`src/rtl/bist_pkg.sv`:
```
// ---------------------------------------------------------------------------
// bist_pkg
//   Shared types and constants for the logic-BIST pattern controller.
//
//   Contents:
//     bist_state_t       controller state encoding
//     BIST_TAPS          feedback tap mask (bits 15, 13, 12, 10), shared by the
//                        pattern LFSR and the response MISR
//     BIST_DEFAULT_SEED  power-on seed for the pattern LFSR
//     bist_step()        one shift of a tapped register with parallel XOR-in
// ---------------------------------------------------------------------------
package bist_pkg;

  // Controller states. Encodings are fixed so that the register value seen
  // in a waveform viewer maps directly onto a state name.
  typedef enum logic [2:0] {
    ST_IDLE    = 3'd0,
    ST_SEED    = 3'd1,
    ST_RUN_A   = 3'd2,
    ST_RUN_B   = 3'd3,
    ST_COMPARE = 3'd4,
    ST_DONE    = 3'd5
  } bist_state_t;

  // x^16 + x^14 + x^13 + x^11 + 1, expressed as the register bits that feed
  // the XOR into bit 0 of a left-shifting Fibonacci register.
  localparam logic [15:0] BIST_TAPS = 16'hB400;

  localparam logic [15:0] BIST_DEFAULT_SEED = 16'hACE1;

  // Shift left by one, insert the parity of the tapped bits at bit 0, then
  // fold in the parallel input. With par = 0 this is a plain LFSR step; with
  // a response word it is a MISR step.
  function automatic logic [15:0] bist_step(input logic [15:0] cur,
                                            input logic [15:0] par);
    return {cur[14:0], ^(cur & BIST_TAPS)} ^ par;
  endfunction

endpackage

```
`src/rtl/lfsr_misr16.sv`:
```
// ---------------------------------------------------------------------------
// lfsr_misr16
//   16-bit Fibonacci shift register usable either as a pattern LFSR
//   (par_in tied to zero) or as a multiple-input signature register
//   (par_in carries the response bits to compact).
//
//   Ports:
//     clk       in   1   clock
//     rst_n     in   1   asynchronous active-low reset, clears the register
//     load      in   1   synchronous load of load_val, wins over shift
//     load_val  in  16   value to load
//     shift     in   1   advance one step, XOR-ing in par_in
//     par_in    in  16   parallel input folded in on every shift
//     q         out 16   current register contents
// ---------------------------------------------------------------------------
module lfsr_misr16
  import bist_pkg::*;
(
  input  logic        clk,
  input  logic        rst_n,
  input  logic        load,
  input  logic [15:0] load_val,
  input  logic        shift,
  input  logic [15:0] par_in,
  output logic [15:0] q
);

  // Load has priority so a session seed can never be disturbed by a shift
  // request arriving on the same edge.
  always_ff @(posedge clk or negedge rst_n) begin
    if (!rst_n) begin
      q <= 16'h0000;
    end else if (load) begin
      q <= load_val;
    end else if (shift) begin
      q <= bist_step(q, par_in);
    end
  end

endmodule

```
`src/rtl/bist_pattern_ctrl.sv`:
```
// ---------------------------------------------------------------------------
// bist_pattern_ctrl
//   Logic-BIST controller for the 16-input AND-tree test block. A pattern
//   LFSR drives the tree inputs, a MISR compacts the tree's out and
//   obs_point responses. Each session runs NUM_PATTERNS patterns with the
//   control point released (RUN_A), then NUM_PATTERNS more with it forced
//   (RUN_B), and finally compares the signature against golden_sig.
//
//   Parameters:
//     NUM_PATTERNS  patterns per phase, 1..65535
//     LFSR_SEED     nonzero pattern seed
//
//   Ports:
//     clk           in   1   sole clock
//     rst_n         in   1   asynchronous active-low reset
//     start         in   1   session request, honoured only in IDLE or DONE
//     golden_sig    in  16   expected signature, used in COMPARE
//     dut_out_i     in   1   tree out response
//     dut_obs_i     in   1   tree obs_point response
//     pat_out       out 16   pattern applied to the tree inputs
//     test_mode_o   out  1   tree test_mode
//     cp_force_1_o  out  1   tree cp_force_1 (forced phase only)
//     busy          out  1   session in progress
//     done          out  1   session complete, held until next start
//     pass          out  1   signature matched golden_sig, valid with done
//     signature     out 16   MISR contents, frozen in DONE
//
//   All outputs are decoded from registers; no input reaches an output
//   combinationally.
// ---------------------------------------------------------------------------
module bist_pattern_ctrl
  import bist_pkg::*;
#(
  parameter int unsigned NUM_PATTERNS = 256,
  parameter logic [15:0] LFSR_SEED    = BIST_DEFAULT_SEED
) (
  input  logic        clk,
  input  logic        rst_n,
  input  logic        start,
  input  logic [15:0] golden_sig,
  input  logic        dut_out_i,
  input  logic        dut_obs_i,
  output logic [15:0] pat_out,
  output logic        test_mode_o,
  output logic        cp_force_1_o,
  output logic        busy,
  output logic        done,
  output logic        pass,
  output logic [15:0] signature
);

  localparam logic [15:0] LAST_CNT = 16'(NUM_PATTERNS - 1);

  bist_state_t state;
  bist_state_t state_nxt;
  logic [15:0] cnt;
  logic        pass_q;
  logic [15:0] lfsr_q;
  logic [15:0] misr_q;
  logic        running;
  logic        phase_end;
  logic        accept_start;
  logic        seeding;

  assign running      = (state == ST_RUN_A) || (state == ST_RUN_B);
  assign phase_end    = running && (cnt == LAST_CNT);
  assign accept_start = start && ((state == ST_IDLE) || (state == ST_DONE));
  assign seeding      = (state == ST_SEED);

  // Session sequencing. start is only looked at from the two resting states,
  // so a stray request during a run cannot shorten or restart it.
  always_comb begin
    state_nxt = state;
    case (state)
      ST_IDLE:    if (start) state_nxt = ST_SEED;
      ST_SEED:    state_nxt = ST_RUN_A;
      ST_RUN_A:   if (phase_end) state_nxt = ST_RUN_B;
      ST_RUN_B:   if (phase_end) state_nxt = ST_COMPARE;
      ST_COMPARE: state_nxt = ST_DONE;
      ST_DONE:    if (start) state_nxt = ST_SEED;
      default:    state_nxt = ST_IDLE;
    endcase
  end

  always_ff @(posedge clk or negedge rst_n) begin
    if (!rst_n) begin
      state <= ST_IDLE;
    end else begin
      state <= state_nxt;
    end
  end

  // Pattern counter within a phase. It returns to zero at the phase boundary
  // so RUN_B counts from scratch while the LFSR simply keeps running.
  always_ff @(posedge clk or negedge rst_n) begin
    if (!rst_n) begin
      cnt <= 16'h0000;
    end else if (seeding) begin
      cnt <= 16'h0000;
    end else if (running) begin
      if (phase_end) begin
        cnt <= 16'h0000;
      end else begin
        cnt <= cnt + 16'h0001;
      end
    end
  end

  // The verdict is cleared on the accepting edge so a stale pass can never
  // be seen alongside a new session, and is captured once in COMPARE.
  always_ff @(posedge clk or negedge rst_n) begin
    if (!rst_n) begin
      pass_q <= 1'b0;
    end else if (accept_start) begin
      pass_q <= 1'b0;
    end else if (state == ST_COMPARE) begin
      pass_q <= (misr_q == golden_sig);
    end
  end

  // Pattern generator: reseeded once per session, free-running across both
  // phases.
  lfsr_misr16 u_pattern_lfsr (
    .clk      (clk),
    .rst_n    (rst_n),
    .load     (seeding),
    .load_val (LFSR_SEED),
    .shift    (running),
    .par_in   (16'h0000),
    .q        (lfsr_q)
  );

  // Response compactor: cleared in SEED, absorbs one response pair per
  // applied pattern and holds its value outside the run phases.
  lfsr_misr16 u_response_misr (
    .clk      (clk),
    .rst_n    (rst_n),
    .load     (seeding),
    .load_val (16'h0000),
    .shift    (running),
    .par_in   ({14'b0, dut_obs_i, dut_out_i}),
    .q        (misr_q)
  );

  // Output decode. The tree only sees a pattern while it is being measured,
  // keeping it quiescent (all zeros) the rest of the time.
  always_comb begin
    pat_out      = running ? lfsr_q : 16'h0000;
    busy         = seeding || running || (state == ST_COMPARE);
    test_mode_o  = seeding || running || (state == ST_COMPARE);
    cp_force_1_o = (state == ST_RUN_B);
    done         = (state == ST_DONE);
    pass         = pass_q;
    signature    = misr_q;
  end

endmodule
```
`config.mk`:
```
export PLATFORM = sky130hd
export DESIGN_NAME = bist_pattern_ctrl
export DESIGN_NICKNAME = d
export VERILOG_FILES = /design/src/rtl/bist_pkg.sv /design/src/rtl/lfsr_misr16.sv /design/src/rtl/bist_pattern_ctrl.sv
export SDC_FILE = /design/constraint.sdc
export NUM_CORES = 1
export LEC_CHECK = 0
export ABC_AREA = 1
export CORE_UTILIZATION = 33
export CTS_CLUSTER_SIZE = 28
export DETAILED_ROUTE_END_ITERATION = 10
export GPL_TIMING_DRIVEN = 1
export HOLD_SLACK_MARGIN = 0.03
export PLACE_DENSITY = 0.62
export REMOVE_ABC_BUFFERS = 1
export SYNTH_ARGS = -nofsm -noshare
export SYNTH_HDL_FRONTEND = slang
export SYNTH_SLANG_ARGS = --single-unit
```
`constraint.sdc`:
```
create_clock -name clk -period 1.95 [get_ports clk]
set_input_delay 0.39 -clock clk [delete_from_list [all_inputs] [get_ports clk]]
set_output_delay 0.39 -clock clk [all_outputs]
set_load 0.02 [all_outputs]
```
==> run summary <==
DR DRC count: 0
Die Span X: 95.9 um
CP Data Required Time: 1.56 ns
CTS Buf Count: 5
largest net degree at the start of global routing: 53
CP arrival: 1.42 ns
Die Y: 95.9 um
initial core utilization: 34.7%
Mapped Cells: 365
root buf cell: clkbuf_8
Simple-Gate Fraction of Synth Area: 25.7%
fmax: 553 MHz
Critical Path Fanout Max: 6
sw frac: 34.3%
RSZ-0062 raised after global routing: false
DR WL/cell: 12.0 um
part of the power in the clock network: 22.0%
Crit path buffers/inverters: 2
CTS tree: done
Hold Crit Class: input port to asynchronous set/reset pin
mux contribution to synthesized area: 0%
Post-Layout Cell Count: 533
DRT Pass-1 Iters: 4
pwr dens: 929 nW/um^2
Compound-Gate Fraction of Synth Area: 13.7%
sum of negative setup slack: 0 ns
via count: 2514
register bit total from synthesis: 52
# IOs: 58
Nets: 449
PortBufs: 57
leakage: 1.75 nW
Routed Antenna Nets: 0
Final period util: 92.7%
Iteration-0 DRC Markers: 72
CP Cell Sequence: inv_1 -> nand2_1 -> nor2_1 -> clkdlybuf4s15_1
vias in the first global route: 2428
Slew Viols, Final: 0
sequential cell area fraction in the yosys report: 44.7%
Post-CTS Setup Bufs: 0
DRT Wirelength: 6.41 mm
Slew HR: 81.5%
synth-to-layout area growth: 24.9%
critical path class: flip-flop to output pin
post-synth cell types: 30
antenna violations before repair: 0
YS warnings: 0
Vias/cell: 4.72
status: complete, no violations
num rows: 33
slowest CP cell: dfrtp_1
H-Tree Depth: 2
power share of the combinational group: 36.2%
GP Congestion: 0.798
mean cell area of the mapped netlist: 7.97 um^2
delay-heaviest family, CP: buffers and inverters
Reg power frac: 41.8%
internal power: 2.22 mW
gr usage total: 14.8%
hold buffer count at cts: 0
NetSw: 1.16 mW
first-pass GRT wire length: 10.8 mm
share of layout cells above drive strength 1: 15.9%
VDD IR max: 373 uV
max incr delay on CP: 0.39 ns
Worst Setup End Kind: output pin
GR Overflow Total: 0
Antenna Cells: 0
xor and xnor area share after synthesis: 4.51%
clock tree buffer depth: 2
Post-CTS Resized: 22
Worst Tran Pin Value: 0.278 ns
Worst-Skew Late Latency: 0.31 ns
Fin. Hold Viols: 0
crit path launch type: flip-flop
Synth Cell Area: 2910 um^2
final number of setup-violating endpoints: 0
placeable core area: 8380 um^2
post-synthesis adder-cell area fraction: 0.430%
Final Critical Period: 1.81 ns
main combinational cell family by area after synthesis: simple AND/OR/NAND/NOR gates
Total Power: 3.38 mW
die footprint: 9200 um^2
Setup Skew: 0.00715 ns
Clock Sinks: 52
final HPWL from detailed placement: 4.68 mm
Clk pin slew, worst setup/hold paths: 0.10 ns
maxcap violations: 0
placed cells: 525
[per-layer routing]
metal / routed length (um) / track usage (%) / vias up / part of all wire [%]
met3: 282 / 2.53 / 7 / 4.4
met2: 3000 / 26.4 / 48 / 47
met5: 0 / 0 / - / 0
li1: - / - / 1282 / -
met1: 3050 / 18.5 / 1177 / 48
met4: 66 / 3.73 / 0 / 1.0
[worst paths after layout]
check,cells past startpoint,slack [ns],startpoint,to
max,4,0.14,state[1]$_DFFE_PN0P_,done
min,2,0.06,rst_n,u_response_misr.q[6]$_DFFE_PN0P_
max reg2reg,10,0.24,cnt[0]$_DFFE_PN0P_,state[2]$_DFFE_PN0P_
min reg2reg,2,0.52,u_pattern_lfsr.q[6]$_DFFE_PN0P_,u_pattern_lfsr.q[6]$_DFFE_PN0P_
max in group asynchronous,2,1.65,rst_n,cnt[14]$_DFFE_PN0P_
min in group clk,2,0.52,u_pattern_lfsr.q[6]$_DFFE_PN0P_,u_pattern_lfsr.q[6]$_DFFE_PN0P_
[synthesized netlist by cell type (all sizes together)]
master | count | area share, %
ha | 1 | 0.43
xnor2 | 4 | 1.2
o211ai | 7 | 1.8
nor3 | 5 | 1.2
buf | 10 | 2.3
o21ai | 12 | 2.5
a21oi | 2 | 0.34
nand3 | 13 | 2.2
clkbuf | 1 | 0.13
xor2 | 11 | 3.3
nand4 | 4 | 0.86
inv | 66 | 8.5
nand3b | 3 | 0.77
dfrtp | 52 | 45
o22ai | 32 | 8.8
nor2 | 43 | 6.7
or2 | 1 | 0.22
nand2 | 97 | 14
o21bai | 1 | 0.26
[sequential cells by signal, summed over array words and instances (netlist names)]
signal             flops
state                  3
pass                   1
u_response_misr.q     16
cnt                   16
u_pattern_lfsr.q      16
[cells by family after synthesis]
family / Yosys count
AND/OR/NAND/NOR: 166
XOR/XNOR: 15
AO/OA/AOI/OAI: 54
adder cells (fa/ha/maj): 1
flip-flops: 52
buffers and inverters: 77
[cell usage in the layout, fill, tap and decap left out]
cell	n
a21oi_1	2
buf_12	1
buf_2	1
buf_4	8
bufinv_16	1
clkbuf_2	19
clkbuf_8	5
clkdlybuf4s15_1	1
clkdlybuf4s50_1	36
clkinv_2	1
clkinvlp_4	1
dfrtp_1	52
ha_1	1
inv_1	62
inv_2	3
inv_4	1
nand2_1	89
nand2_2	5
nand2_4	3
nand3_1	13
nand3b_1	3
nand4_1	4
nor2_1	38
nor2_2	1
nor2_4	4
nor3_1	4
nor3_4	1
o211ai_1	7
o21ai_0	8
o21ai_1	1
o21ai_2	3
o21bai_1	1
o22ai_1	23
o22ai_2	9
or2_2	1
xnor2_1	4
xor2_1	11
[stage by stage]
stage          area, um^2  util, %  hold slack, ns  setup WS, ns
2_1_floorplan        2840        -          0.0944         0.347
3_3_place_gp         3620     43.1           0.416        0.0894
3_5_place_dp         3620     43.1           0.411        0.0458
4_1_cts              3710     44.2          0.0761       0.00956
5_1_grt              3630     43.4          0.0820        0.0169
6_report             3630     43.4          0.0648         0.142
[power by group through the flow]
| stage | clock, mW | combinational, mW | sequential (mW) |
|---|---|---|---|
| after floorplan | 0 | 0.511 | 1.63 |
| after global placement | 0 | 1.21 | 1.44 |
| after detailed placement | 0 | 1.23 | 1.44 |
| after CTS | 0.763 | 1.23 | 1.42 |
| after global routing | 0.800 | 1.34 | 1.44 |
| final | 0.741 | 1.22 | 1.41 |
[worst reg2reg max path, stage by stage, from the launching register on]
cell and delay (ns):
dfrtp_1 0.40, ha_1 0.22, nand2_2 0.10, nor2_4 0.16, nand2_4 0.08, nor2_4 0.09
nand2_2 0.08, nand2_4 0.22, nand2_4 0.12, nand2_1 0.09, o21ai_2 0.05
[cell type report]
class / instances / area [um^2]
Clock buffer: 5 / 68.8
Clock inverter: 3 / 42.5
Fill cell: 852 / 4750
Inverter: 66 / 250
Multi-Input combinational cell: 236 / 1290
Sequential cell: 52 / 1300
Tap cell: 105 / 131
Timing Repair Buffer: 66 / 551
Power figures use the tool's default switching activity.
